==> config.mk <==
export PLATFORM = sky130hd
export DESIGN_NAME = reorder_buffer
export DESIGN_NICKNAME = d
export VERILOG_FILES = /design/src/rtl/reorder_buffer.sv
export SDC_FILE = /design/constraint.sdc
export NUM_CORES = 1
export LEC_CHECK = 0
export CORE_MARGIN = 2
export CORE_UTILIZATION = 60
export CTS_CLUSTER_SIZE = 40
export DETAILED_ROUTE_END_ITERATION = 7
export GPL_TIMING_DRIVEN = 1
export PLACE_DENSITY = 0.77
export SLEW_MARGIN = 10
export SYNTH_ARGS = -nofsm -noshare
export SYNTH_HDL_FRONTEND = slang
export SYNTH_HIERARCHICAL = 1
export SYNTH_SLANG_ARGS = --single-unit
==> constraint.sdc <==
create_clock -name clk -period 3.6 [get_ports clk]
set_input_delay 1.08 -clock clk [delete_from_list [all_inputs] [get_ports clk]]
set_output_delay 1.08 -clock clk [all_outputs]
set_load 0.03 [all_outputs]
==> src/rtl/reorder_buffer.sv <==
// Circular reorder buffer: in-order allocation from RENAME, out-of-order
// completion by tag, in-order retirement at one per cycle. Each retirement
// returns the destination's previous physical register to the free pool.

// One buffer slot: status bits plus the rename payload carried to retirement.
module rob_entry #(
  parameter int PREG_W = 7,
  parameter int AREG_W = 5
) (
  input  logic              clk,
  input  logic              reset_n,
  input  logic              flush,
  input  logic              alloc_we,
  input  logic              alloc_hasdest,
  input  logic [AREG_W-1:0] alloc_areg,
  input  logic [PREG_W-1:0] alloc_preg,
  input  logic [PREG_W-1:0] alloc_oldpreg,
  input  logic              complete_we,
  input  logic              retire_clr,
  output logic              valid,
  output logic              done,
  output logic              hasdest,
  output logic [AREG_W-1:0] areg,
  output logic [PREG_W-1:0] preg,
  output logic [PREG_W-1:0] oldpreg
);

  // Status bits: flush wins, then allocation, then retirement, then completion.
  // Allocation and retirement never target the same slot (head valid implies
  // tail != head unless full, and full blocks allocation).
  always_ff @(posedge clk or negedge reset_n) begin
    if (!reset_n) begin
      valid <= 1'b0;
      done  <= 1'b0;
    end else if (flush) begin
      valid <= 1'b0;
      done  <= 1'b0;
    end else if (alloc_we) begin
      valid <= 1'b1;
      done  <= 1'b0;
    end else if (retire_clr) begin
      valid <= 1'b0;
      done  <= 1'b0;
    end else if (complete_we && valid) begin
      done  <= 1'b1;
    end
  end

  // Payload captured at allocation; meaningless while the slot is invalid.
  always_ff @(posedge clk or negedge reset_n) begin
    if (!reset_n) begin
      hasdest <= 1'b0;
      areg    <= '0;
      preg    <= '0;
      oldpreg <= '0;
    end else if (alloc_we && !flush) begin
      hasdest <= alloc_hasdest;
      areg    <= alloc_areg;
      preg    <= alloc_preg;
      oldpreg <= alloc_oldpreg;
    end
  end

endmodule

module reorder_buffer #(
  parameter int DEPTH  = 16,
  parameter int TAG_W  = 4,
  parameter int PREG_W = 7,
  parameter int AREG_W = 5
) (
  input  logic              clk,
  input  logic              reset_n,
  input  logic              alloc_valid,
  input  logic              alloc_hasdest,
  input  logic [AREG_W-1:0] alloc_areg,
  input  logic [PREG_W-1:0] alloc_preg,
  input  logic [PREG_W-1:0] alloc_oldpreg,
  output logic              alloc_ready,
  output logic [TAG_W-1:0]  alloc_tag,
  input  logic              complete_valid,
  input  logic [TAG_W-1:0]  complete_tag,
  input  logic              flush,
  output logic              freepreg,
  output logic [PREG_W-1:0] pregtofree,
  output logic              retire_valid,
  output logic [AREG_W-1:0] retire_areg,
  output logic [PREG_W-1:0] retire_preg,
  output logic [TAG_W:0]    count,
  output logic              empty
);

  localparam logic [TAG_W:0] FULL = (TAG_W+1)'(DEPTH);

  logic [DEPTH-1:0]             e_valid;
  logic [DEPTH-1:0]             e_done;
  logic [DEPTH-1:0]             e_hasdest;
  logic [DEPTH-1:0][AREG_W-1:0] e_areg;
  logic [DEPTH-1:0][PREG_W-1:0] e_preg;
  logic [DEPTH-1:0][PREG_W-1:0] e_oldpreg;

  logic [TAG_W-1:0] head;
  logic [TAG_W-1:0] tail;
  logic             alloc_fire;
  logic             retire_fire;

  // Full/empty come from count alone; head==tail is ambiguous.
  assign alloc_ready = (count != FULL);
  assign alloc_tag   = tail;
  assign empty       = (count == '0);

  assign alloc_fire  = alloc_valid && alloc_ready && !flush;
  assign retire_fire = e_valid[head] && e_done[head] && !flush;

  for (genvar g = 0; g < DEPTH; g++) begin : g_entry
    rob_entry #(
      .PREG_W (PREG_W),
      .AREG_W (AREG_W)
    ) u_entry (
      .clk           (clk),
      .reset_n       (reset_n),
      .flush         (flush),
      .alloc_we      (alloc_fire && (tail == TAG_W'(g))),
      .alloc_hasdest (alloc_hasdest),
      .alloc_areg    (alloc_areg),
      .alloc_preg    (alloc_preg),
      .alloc_oldpreg (alloc_oldpreg),
      .complete_we   (complete_valid && !flush && (complete_tag == TAG_W'(g))),
      .retire_clr    (retire_fire && (head == TAG_W'(g))),
      .valid         (e_valid[g]),
      .done          (e_done[g]),
      .hasdest       (e_hasdest[g]),
      .areg          (e_areg[g]),
      .preg          (e_preg[g]),
      .oldpreg       (e_oldpreg[g])
    );
  end

  // Head/tail wrap naturally at DEPTH (power of two); count tracks occupancy.
  always_ff @(posedge clk or negedge reset_n) begin
    if (!reset_n) begin
      head  <= '0;
      tail  <= '0;
      count <= '0;
    end else if (flush) begin
      head  <= '0;
      tail  <= '0;
      count <= '0;
    end else begin
      if (alloc_fire)  tail <= tail + 1'b1;
      if (retire_fire) head <= head + 1'b1;
      case ({alloc_fire, retire_fire})
        2'b10:   count <= count + 1'b1;
        2'b01:   count <= count - 1'b1;
        default: count <= count;
      endcase
    end
  end

  // Registered retirement outputs; p0 is architecturally pinned and never freed.
  always_ff @(posedge clk or negedge reset_n) begin
    if (!reset_n) begin
      retire_valid <= 1'b0;
      retire_areg  <= '0;
      retire_preg  <= '0;
      freepreg     <= 1'b0;
      pregtofree   <= '0;
    end else if (retire_fire) begin
      retire_valid <= 1'b1;
      retire_areg  <= e_areg[head];
      retire_preg  <= e_preg[head];
      if (e_hasdest[head] && (e_oldpreg[head] != '0)) begin
        freepreg   <= 1'b1;
        pregtofree <= e_oldpreg[head];
      end else begin
        freepreg   <= 1'b0;
      end
    end else begin
      retire_valid <= 1'b0;
      freepreg     <= 1'b0;
    end
  end

endmodule

## Word-level counts from Yosys, hierarchy flattened

Index checks and enable logic that the tools add are counted.

| word-level totals | value |
|---|---|
| register bits after elaboration | 386 |
| latch bits | 0 |
| memory bits (writable) | 0 |
| ROM bits | 0 |
| bits of input ports | 29 |
| output and inout bits | 32 |
| logic and storage cells | 418 |
| memories kept | 0 |

| cells by class | value |
|---|---|
| add/sub/neg operators | 4 |
| $mul | 0 |
| div/mod/pow operators | 0 |
| $lt $le $gt $ge | 1 |
| eq/ne operators | 48 |
| shifts and indexed selects | 0 |
| muxes and demuxes | 133 |
| bitwise gates (word level) | 0 |
| reductions and logical operators | 128 |

Operators by type and width:

| operator | number |
|---|---|
| $mux W1 | 118 |
| $eq A4 B4 Y1 const B | 24 |
| $logic_and A1 B1 Y1 | 86 |
| $reduce_bool A4 Y1 | 16 |
| $bmux W7 S4 | 2 |
| $reduce_bool A3 Y1 | 17 |
| $eq A4 B3 Y1 const B | 12 |
| $eq A4 B2 Y1 const B | 6 |
| $bmux W5 S4 | 1 |
| $mux W4 | 4 |
| $mux W7 | 2 |
| $bmux W1 S4 | 3 |
| $eq A4 B1 Y1 const B | 3 |
| $logic_not A4 Y1 | 3 |
| $mux W5 | 2 |
| $pmux W5 S2 | 1 |
| $add A4 B1 Y4 const B | 2 |
| $reduce_bool A7 Y1 | 1 |
| $add A5 B1 Y5 const B | 1 |
| $logic_not A5 Y1 | 1 |
| $lt A4 B5 Y1 const B | 1 |
| $ne A5 B5 Y1 const B | 1 |
| $sub A5 B1 Y5 const B | 1 |
| $reduce_bool A2 Y1 | 2 |
| 4 further kinds | 4 |

## Depth between registers and ports, before layout

| depth | value |
|---|---|
| depth after elaboration | 8 |
| gate-level depth with buffers | 15 |

## Modules after synthesis

Netlist, hierarchy kept.

By module, submodules not included:

| module | times used | cells an instance | area each (µm²) | sequential area each (µm²) |
|---|---|---|---|---|
| rob_entry | 16 | 50 | 913.4 | 550.5 |
| reorder_buffer | 1 | 404 | 5029.8 | 850.8 |

## Least setup slack after synthesis

No wires, ideal clock.

| timing | value |
|---|---|
| kind | register to register |
| start | register count[1] |
| end | register count[4] |
| data arrival time | 3.305 ns |
| data required time | 3.528 ns |
| setup slack | 0.223 ns |
| stages on the path, launching flop included | 13 |
| buffers on the path | 1 |
| cell sequence | dfrtp_1 > nor4_1 > nand2_1 > and2_1 > clkbuf_1 > nor3_1 > ha_1 > nor2b_1 > o21ai_0 > nand2b_1 > or2_2 > mux4_2 > nor2_1 |

| on the way | value |
|---|---|
| word-level cells in the longest chain between the ends | 6 |
| elaborated cells between the ends (all ways) | 10 |
| classes of those cells | add/sub (2); eq/ne (3); mux (2); reduce/logical (3) |

Ends and longest elaborated chain:

| element | RTL line | text |
|---|---|---|
| start, declared | 89 | `output logic [TAG_W:0] count,` |
| start signal, assigned | 153 | `2'b10: count <= count + 1'b1;` |
| start signal, assigned | 154 | `2'b01: count <= count - 1'b1;` |
| start signal, assigned | 155 | `default: count <= count;` |
| $ne A5 B5 Y1 * | 108 | `assign alloc_ready = (count != FULL);` |
| named net alloc_ready | 79 | `output logic alloc_ready,` |
| $logic_and A1 B1 Y1 * (2 in a row) | 112 | `assign alloc_fire = alloc_valid && alloc_ready && !flush;` |
| $eq A2 B1 Y1 or $eq A2 B2 Y1 (tied branches) | 152 | `case ({alloc_fire, retire_fire})` |
| $pmux W5 S2 | 152 |  |
| $mux W5 | 145 | `end else if (flush) begin` |

Mark *: on every way through the listed nets, which the timed path passes. The rest lies on a longest branch.
A chain may end at the register's enable or synchronous reset.

## Worst setup path in the final report

| timing | value |
|---|---|
| start | register count[0] |
| end | output port empty |

| on the way | value |
|---|---|
| word-level cells in the longest chain between the ends | 1 |

Ends and longest elaborated chain:

| element | RTL line | text |
|---|---|---|
| $logic_not A5 Y1 | 110 | `assign empty = (count == '0);` |
| end, declared | 90 | `output logic empty` |

Every way passes these cells.

==> results.txt <==
CTS clock-pin slew for the worst setup and hold paths: 0.06 ns
Tmin final: 3.34 ns
Unique masters post-synth: 50
Fillers: 2172
Vias after detailed routing: 10.7k
IO Count: 61
Hold-fix buffers, CTS: 0
RSZ-0062 raised after global routing: no
Nets: 1338
Leakage power: 10.1 nW
Tcrit/Tclk final: 0.928
First-pass GRT wire length: 68600 um
Number of iterations in the first detailed-routing pass: 5
Synth Register Bits: 386
CP bufs+invs: 1
Post-Syn Instances: 1204
Most used DFF post-synth: dfrtp_1
CTS Buf Count: 41
Syn Area/Cell: 16.3 sq um
DR top layer: met4
Met2 WL: 20300 um
ANT nets after route: 0
Dpl hpwl: 26100 um
Synth warnings: 6
Total gr overflow: 0
Max-Cap Viols: 0
Post-CTS resize count: 0
Clk Latency, worst-skew pair: 0.53 ns
Vias per Instance: 6.05
Post-synthesis sequential area ratio: 0.492
Initial antenna violation count: 0
CP max FO: 6
Status: finished clean
Core Region: 0.0324 sq mm
Largest net degree at the start of global routing: 90
PD cells: 453 mW/mm^2
FMAX: 299 MHz
Inserted Diodes: 0
Total Power: 10.1 mW
Critical Path RT: 2.52 ns
Final WL: 42200 um
Clock tree buffer depth: 3
Row count: 66
WL per Instance: 23.8 um
Post-synth EDFFs: 0
Util after Layout: 0.691
Worst rel slew slack: 0.505
Final hold vios: 0
Post-CTS setup repair buffer count: 0
Area contributors post-synth: dfrtp_1, mux2_4, mux4_2, mux4_1, buf_6
Die Ht: 185 um
Worst Tran Pin Value: 0.741 ns
P&R area growth vs syn: 13.9%
Total track usage: 0.261
Die area: 0.0342 sq mm
Path type of the worst setup path: reg2out
Met3 Wirelength: 1790 um
Port bufs: 60
Setup violators final: 0
Met1 Wirelength: 19200 um
Critical-path cell list: nor4_1 -> nor2b_1 -> clkdlybuf4s50_1
Critical Path End Type: primary output
CP peak stage delay: 0.67 ns
GPL Wtd Cong: 0.813
Iter 0 DRT Violations: 703
Initial Util: 0.607
Peak VDD IR: 0.000376 V
Synthesized area: 0.0196 sq mm
Setup Skew: 0.0155 ns
Area leader, netlist: dfrtp_1
WP data arrival: 2.26 ns
Hold Path Class: in2async
H-Tree Depth: 2
Top-area cell type share of the netlist area: 0.492
Hold Slack: 0.477 ns
Slew Viols, Final: 0
Ys async rst share: 1.00
Setup TNS Final: 0 ns
Die width: 185 um
CTS root buffer: clkbuf_16
Slowest CP cell: clkdlybuf4s50_1
Crit path max-delay family: buffers and inverters
TritonCTS clock tree: yes
Fraction of layout cells with a size suffix above 1: 0.409
Number of global-route vias before repair: 11.7k
Clock sink count: 386
Startpoint Class: register
DR DRC count: 0
Net count after synthesis: 1245
[routing by layer]
metal | global-route usage | vias to the layer above
met1 | 0.383 | 5773
met2 | 0.416 | 251
met5 | 0 | -
met3 | 0.0379 | 56
li1 | - | 4635
met4 | 0.0648 | 0
[through the flow]
step,cells,setup WS (ns),area (sq um)
global placement,1696,0.138,20900
floorplan,1204,0.223,19600
CTS,1771,0.169,22400
global route,1771,0.0142,22400
finish,1771,0.259,22400
detailed placement,1696,0.0437,20900
[synth_stat cells, types with 4 or more instances]
| library cell | count |
|---|---|
| mux2i_1 | 5 |
| dfrtp_1 | 386 |
| nor2_1 | 42 |
| nand2b_1 | 24 |
| o21ai_1 | 4 |
| mux4_2 | 58 |
| inv_1 | 27 |
| buf_6 | 33 |
| and2_0 | 12 |
| ha_1 | 11 |
| mux4_1 | 39 |
| buf_2 | 6 |
| mux2_4 | 332 |
| nor4_1 | 17 |
| o21ai_0 | 7 |
| a22oi_1 | 16 |
| nor2b_4 | 16 |
| nand2_1 | 33 |
| xnor2_1 | 4 |
| nor2b_1 | 5 |
| buf_12 | 6 |
| a21oi_1 | 38 |
| nand3_1 | 6 |
| buf_4 | 4 |
| nor3_1 | 13 |
| and2_1 | 20 |
| clkbuf_1 | 8 |
[worst paths after layout]
path	cells past startpoint	slack, ns	start	to
worst max-delay path	3	0.26	count[0]	empty
worst min-delay path	1	0.48	reset_n	count[0]
worst max register to register	8	0.27	head[1]	pregtofree[0]
worst min register to register	1	0.50	g_entry[10].u_entry/preg[6]	g_entry[10].u_entry/preg[6]
max in group asynchronous	2	2.29	reset_n	g_entry[12].u_entry/areg[2]
min in group clk	1	0.50	g_entry[10].u_entry/preg[6]	g_entry[10].u_entry/preg[6]
[power breakdown]
| part | switching (mW) | total (mW) | internal (mW) |
|---|---|---|---|
| logic | 0.412 | 0.950 | 0.539 |
| registers | 0.143 | 4.72 | 4.58 |
| clock network | 1.74 | 4.46 | 2.72 |
[layout by cell type, fill, tap and decap left out, types with 3 or more instances in the layout]
cell type          n
xnor2_1            4
and2_1            20
nand2b_1          24
nor3_1            13
clkdlybuf4s50_1   58
mux4_2            58
nor2b_4           16
clkinv_2          11
nor2_1            42
ha_1              11
mux4_1            39
dfrtp_1          384
nand2_1           33
clkinvlp_4         5
and2_0            12
o21ai_1            4
clkbuf_16         43
clkbuf_1           5
nand3_1            6
a22oi_1           16
buf_12            27
nor4_1            17
xor2_1             3
a21oi_1           38
nor2b_1            5
bufinv_16          6
inv_1             26
buf_4             26
mux2_4           332
o21ai_0            7
mux2i_1            5
clkbuf_8           5
[final cells by class]
type | instances | area [sq um] | share of cell area
tap | 442 | 553 | 0.0247
timing repair buffer | 112 | 1330 | 0.0595
inverter | 28 | 109 | 0.00487
multi-input combinational | 728 | 9270 | 0.414
sequential | 386 | 9670 | 0.432
clock inverter | 22 | 274 | 0.0123
clock buffer | 53 | 1160 | 0.0520
[worst register-to-register path, cell delays in order, from the launching register on]
cell and delay, ns:
dfrtp_4 0.42, buf_4 0.49, buf_4 0.70, mux4_1 0.43, a22oi_1 0.31, nand2_1 0.20
nor4_4 0.41, a21boi_2 0.15, o21ai_1 0.15
[state kept, by name, summed over array words and instances (netlist names), 7 cells and up]
name	flops
g_entry.u_entry/hasdest	16
retire_preg	7
g_entry.u_entry/areg	80
g_entry.u_entry/preg	112
g_entry.u_entry/done	16
g_entry.u_entry/oldpreg	112
pregtofree	7
g_entry.u_entry/valid	16
[cell families after synthesis]
logic type | count (synthesis) | synth area share
xor gates and xnor gates | 7 | 0.00312
DFF | 386 | 0.492
buffers and inverters | 90 | 0.0371
adders and majority gates | 12 | 0.00803
and+or+nand+nor | 200 | 0.0607
muxes | 435 | 0.376
AOI/OAI and AO/OA | 74 | 0.0238
No activity file was read; power rests on OpenSTA's default activity.
==> edit: new RTL, same settings <==
Register the output `count` once more, cleared by the reset; this adds one clock of latency there. The other outputs are not delayed to match.
--- a/src/rtl/reorder_buffer.sv
+++ b/src/rtl/reorder_buffer.sv
@@ -93,4 +93,6 @@
   localparam logic [TAG_W:0] FULL = (TAG_W+1)'(DEPTH);
 
+  logic [TAG_W:0] count_s0;
+
   logic [DEPTH-1:0]             e_valid;
   logic [DEPTH-1:0]             e_done;
@@ -106,7 +108,7 @@
 
   // Full/empty come from count alone; head==tail is ambiguous.
-  assign alloc_ready = (count != FULL);
+  assign alloc_ready = (count_s0 != FULL);
   assign alloc_tag   = tail;
-  assign empty       = (count == '0);
+  assign empty       = (count_s0 == '0);
 
   assign alloc_fire  = alloc_valid && alloc_ready && !flush;
@@ -142,16 +144,16 @@
       head  <= '0;
       tail  <= '0;
-      count <= '0;
+      count_s0 <= '0;
     end else if (flush) begin
       head  <= '0;
       tail  <= '0;
-      count <= '0;
+      count_s0 <= '0;
     end else begin
       if (alloc_fire)  tail <= tail + 1'b1;
       if (retire_fire) head <= head + 1'b1;
       case ({alloc_fire, retire_fire})
-        2'b10:   count <= count + 1'b1;
-        2'b01:   count <= count - 1'b1;
-        default: count <= count;
+        2'b10:   count_s0 <= count_s0 + 1'b1;
+        2'b01:   count_s0 <= count_s0 - 1'b1;
+        default: count_s0 <= count_s0;
       endcase
     end
@@ -182,4 +184,12 @@
   end
 
+  always_ff @(posedge clk or negedge reset_n) begin
+    if (!reset_n) begin
+      count <= '0;
+    end else begin
+      count <= count_s0;
+    end
+  end
+
 endmodule
 
Formal check against the unedited RTL: not equivalent (Yosys sat finds a counterexample within 4 cycles, from zero or initial values and one cycle with reset_n low).
==> edit against the original RTL <==
First-iteration DRC count increased by 31%. Highest routed layer unchanged. Final area down 0.21%. Wire length increased by 2.8%. Total power barely moved. Area after synthesis decreased by 0.41%. Die area is 0.41% lower. Setup slack better by 90 ps. Sequential cell count up 5. Via count decreased by 0.53%. Largest cell class unchanged.
==> edit: results (changes against the original RTL) <==
Status
  – Outcome: finished clean

STA
  – Skew final: 9.67 ps (-5.79 ps)
  – Slew @ Worst Pin: 793 ps (+51.9 ps)

Layout
  – Plain + repair buffers: 111 (-0.89%)
  – Clock-cell share: 6.23% (-0.19 points)
  – Nets@finish: 1,341 (+0.22%)
  – Register area: 9790 µm² (+1.3%)
  – Buffering overhead: 6.03% (+0.080 points)
  – Fraction of area in multi-input gates: 40.9% (-0.57 points)
  – Layout cells sized above 1: 41.6% (+0.63 points)

Global routing
  – First-pass GRT wire length: 69,100 µm (+0.77%)
  – Vias in the first global route: 11,600 (-1.3%)
  – Initial antenna violation count: 1 (+1)

Synthesis
  – Adder-cell share of the synthesized area: 0.806% (+0.0033 points)
  – Post-synthesis mux area share: 37.2% (-0.38 points)
  – Post-synth top cells: dfrtp_1 (391), mux2_4 (320), mux4_2 (77)
  – Xor/xnor share of the synthesized area: 0.313% (+0.0013 points)

Clock tree
  – Clock sinks: 391 (+1.3%)
  – Total CTS buffers: 42 (+2.4%)

Worst hold path
  – Worst Hold Class: flip-flop to flip-flop

Placed design
  – Gpl congestion: 0.841 (+3.5%)
  – Hpwl dp: 25,900 µm (-0.67%)

Critical path
  – Worst Path Max Fanout: 5 (-1)

Power
  – Sequential group power: 4.79 mW (+1%)
  – Int Pwr: 7.85 mW (+0.18%)
  – Leakage power: 9.99 nW (-0.61%)
  – Clock-net power: 4.39 mW (-2%)

Route
  – Routed wire length: 43,400 µm (+2.8%)
  – Vias per cell: 6.02 (-0.53%)
## edit: through the flow
step	area [µm²]	power [mW]	worst slack (ps)	hold slack, ps	instances
after floorplan	19600	5.43	106	401	1208
final	22300	10.1	349	445	1771
after global routing	22300	10.5	181	478	1771
after CTS	22300	10.2	315	444	1770
after global placement	20900	5.77	165	425	1698
after detailed placement	20900	5.81	108	429	1698
## edit: worst paths after layout
path	start	to	slack (ps)	depth (start not counted)
min in group asynchronous	reset_n	g_entry[13].u_entry/done	480	1
worst min register to register	count_s0[4]	count[4]	440	0
worst min-delay path	count_s0[4]	count[4]	440	0
worst max-delay path	count_s0[1]	empty	350	3
max in group asynchronous	reset_n	g_entry[13].u_entry/preg[0]	2190	3
worst max register to register	head[1]	count_s0[4]	360	12
## edit: layer usage
metal	share of wire, %	GRT usage, %	wire (µm)
met1	44	38.4	19100
met2	48	41.7	20700
met3	5.6	4.52	2410
met4	2.6	8.61	1150
met5	0	0	0
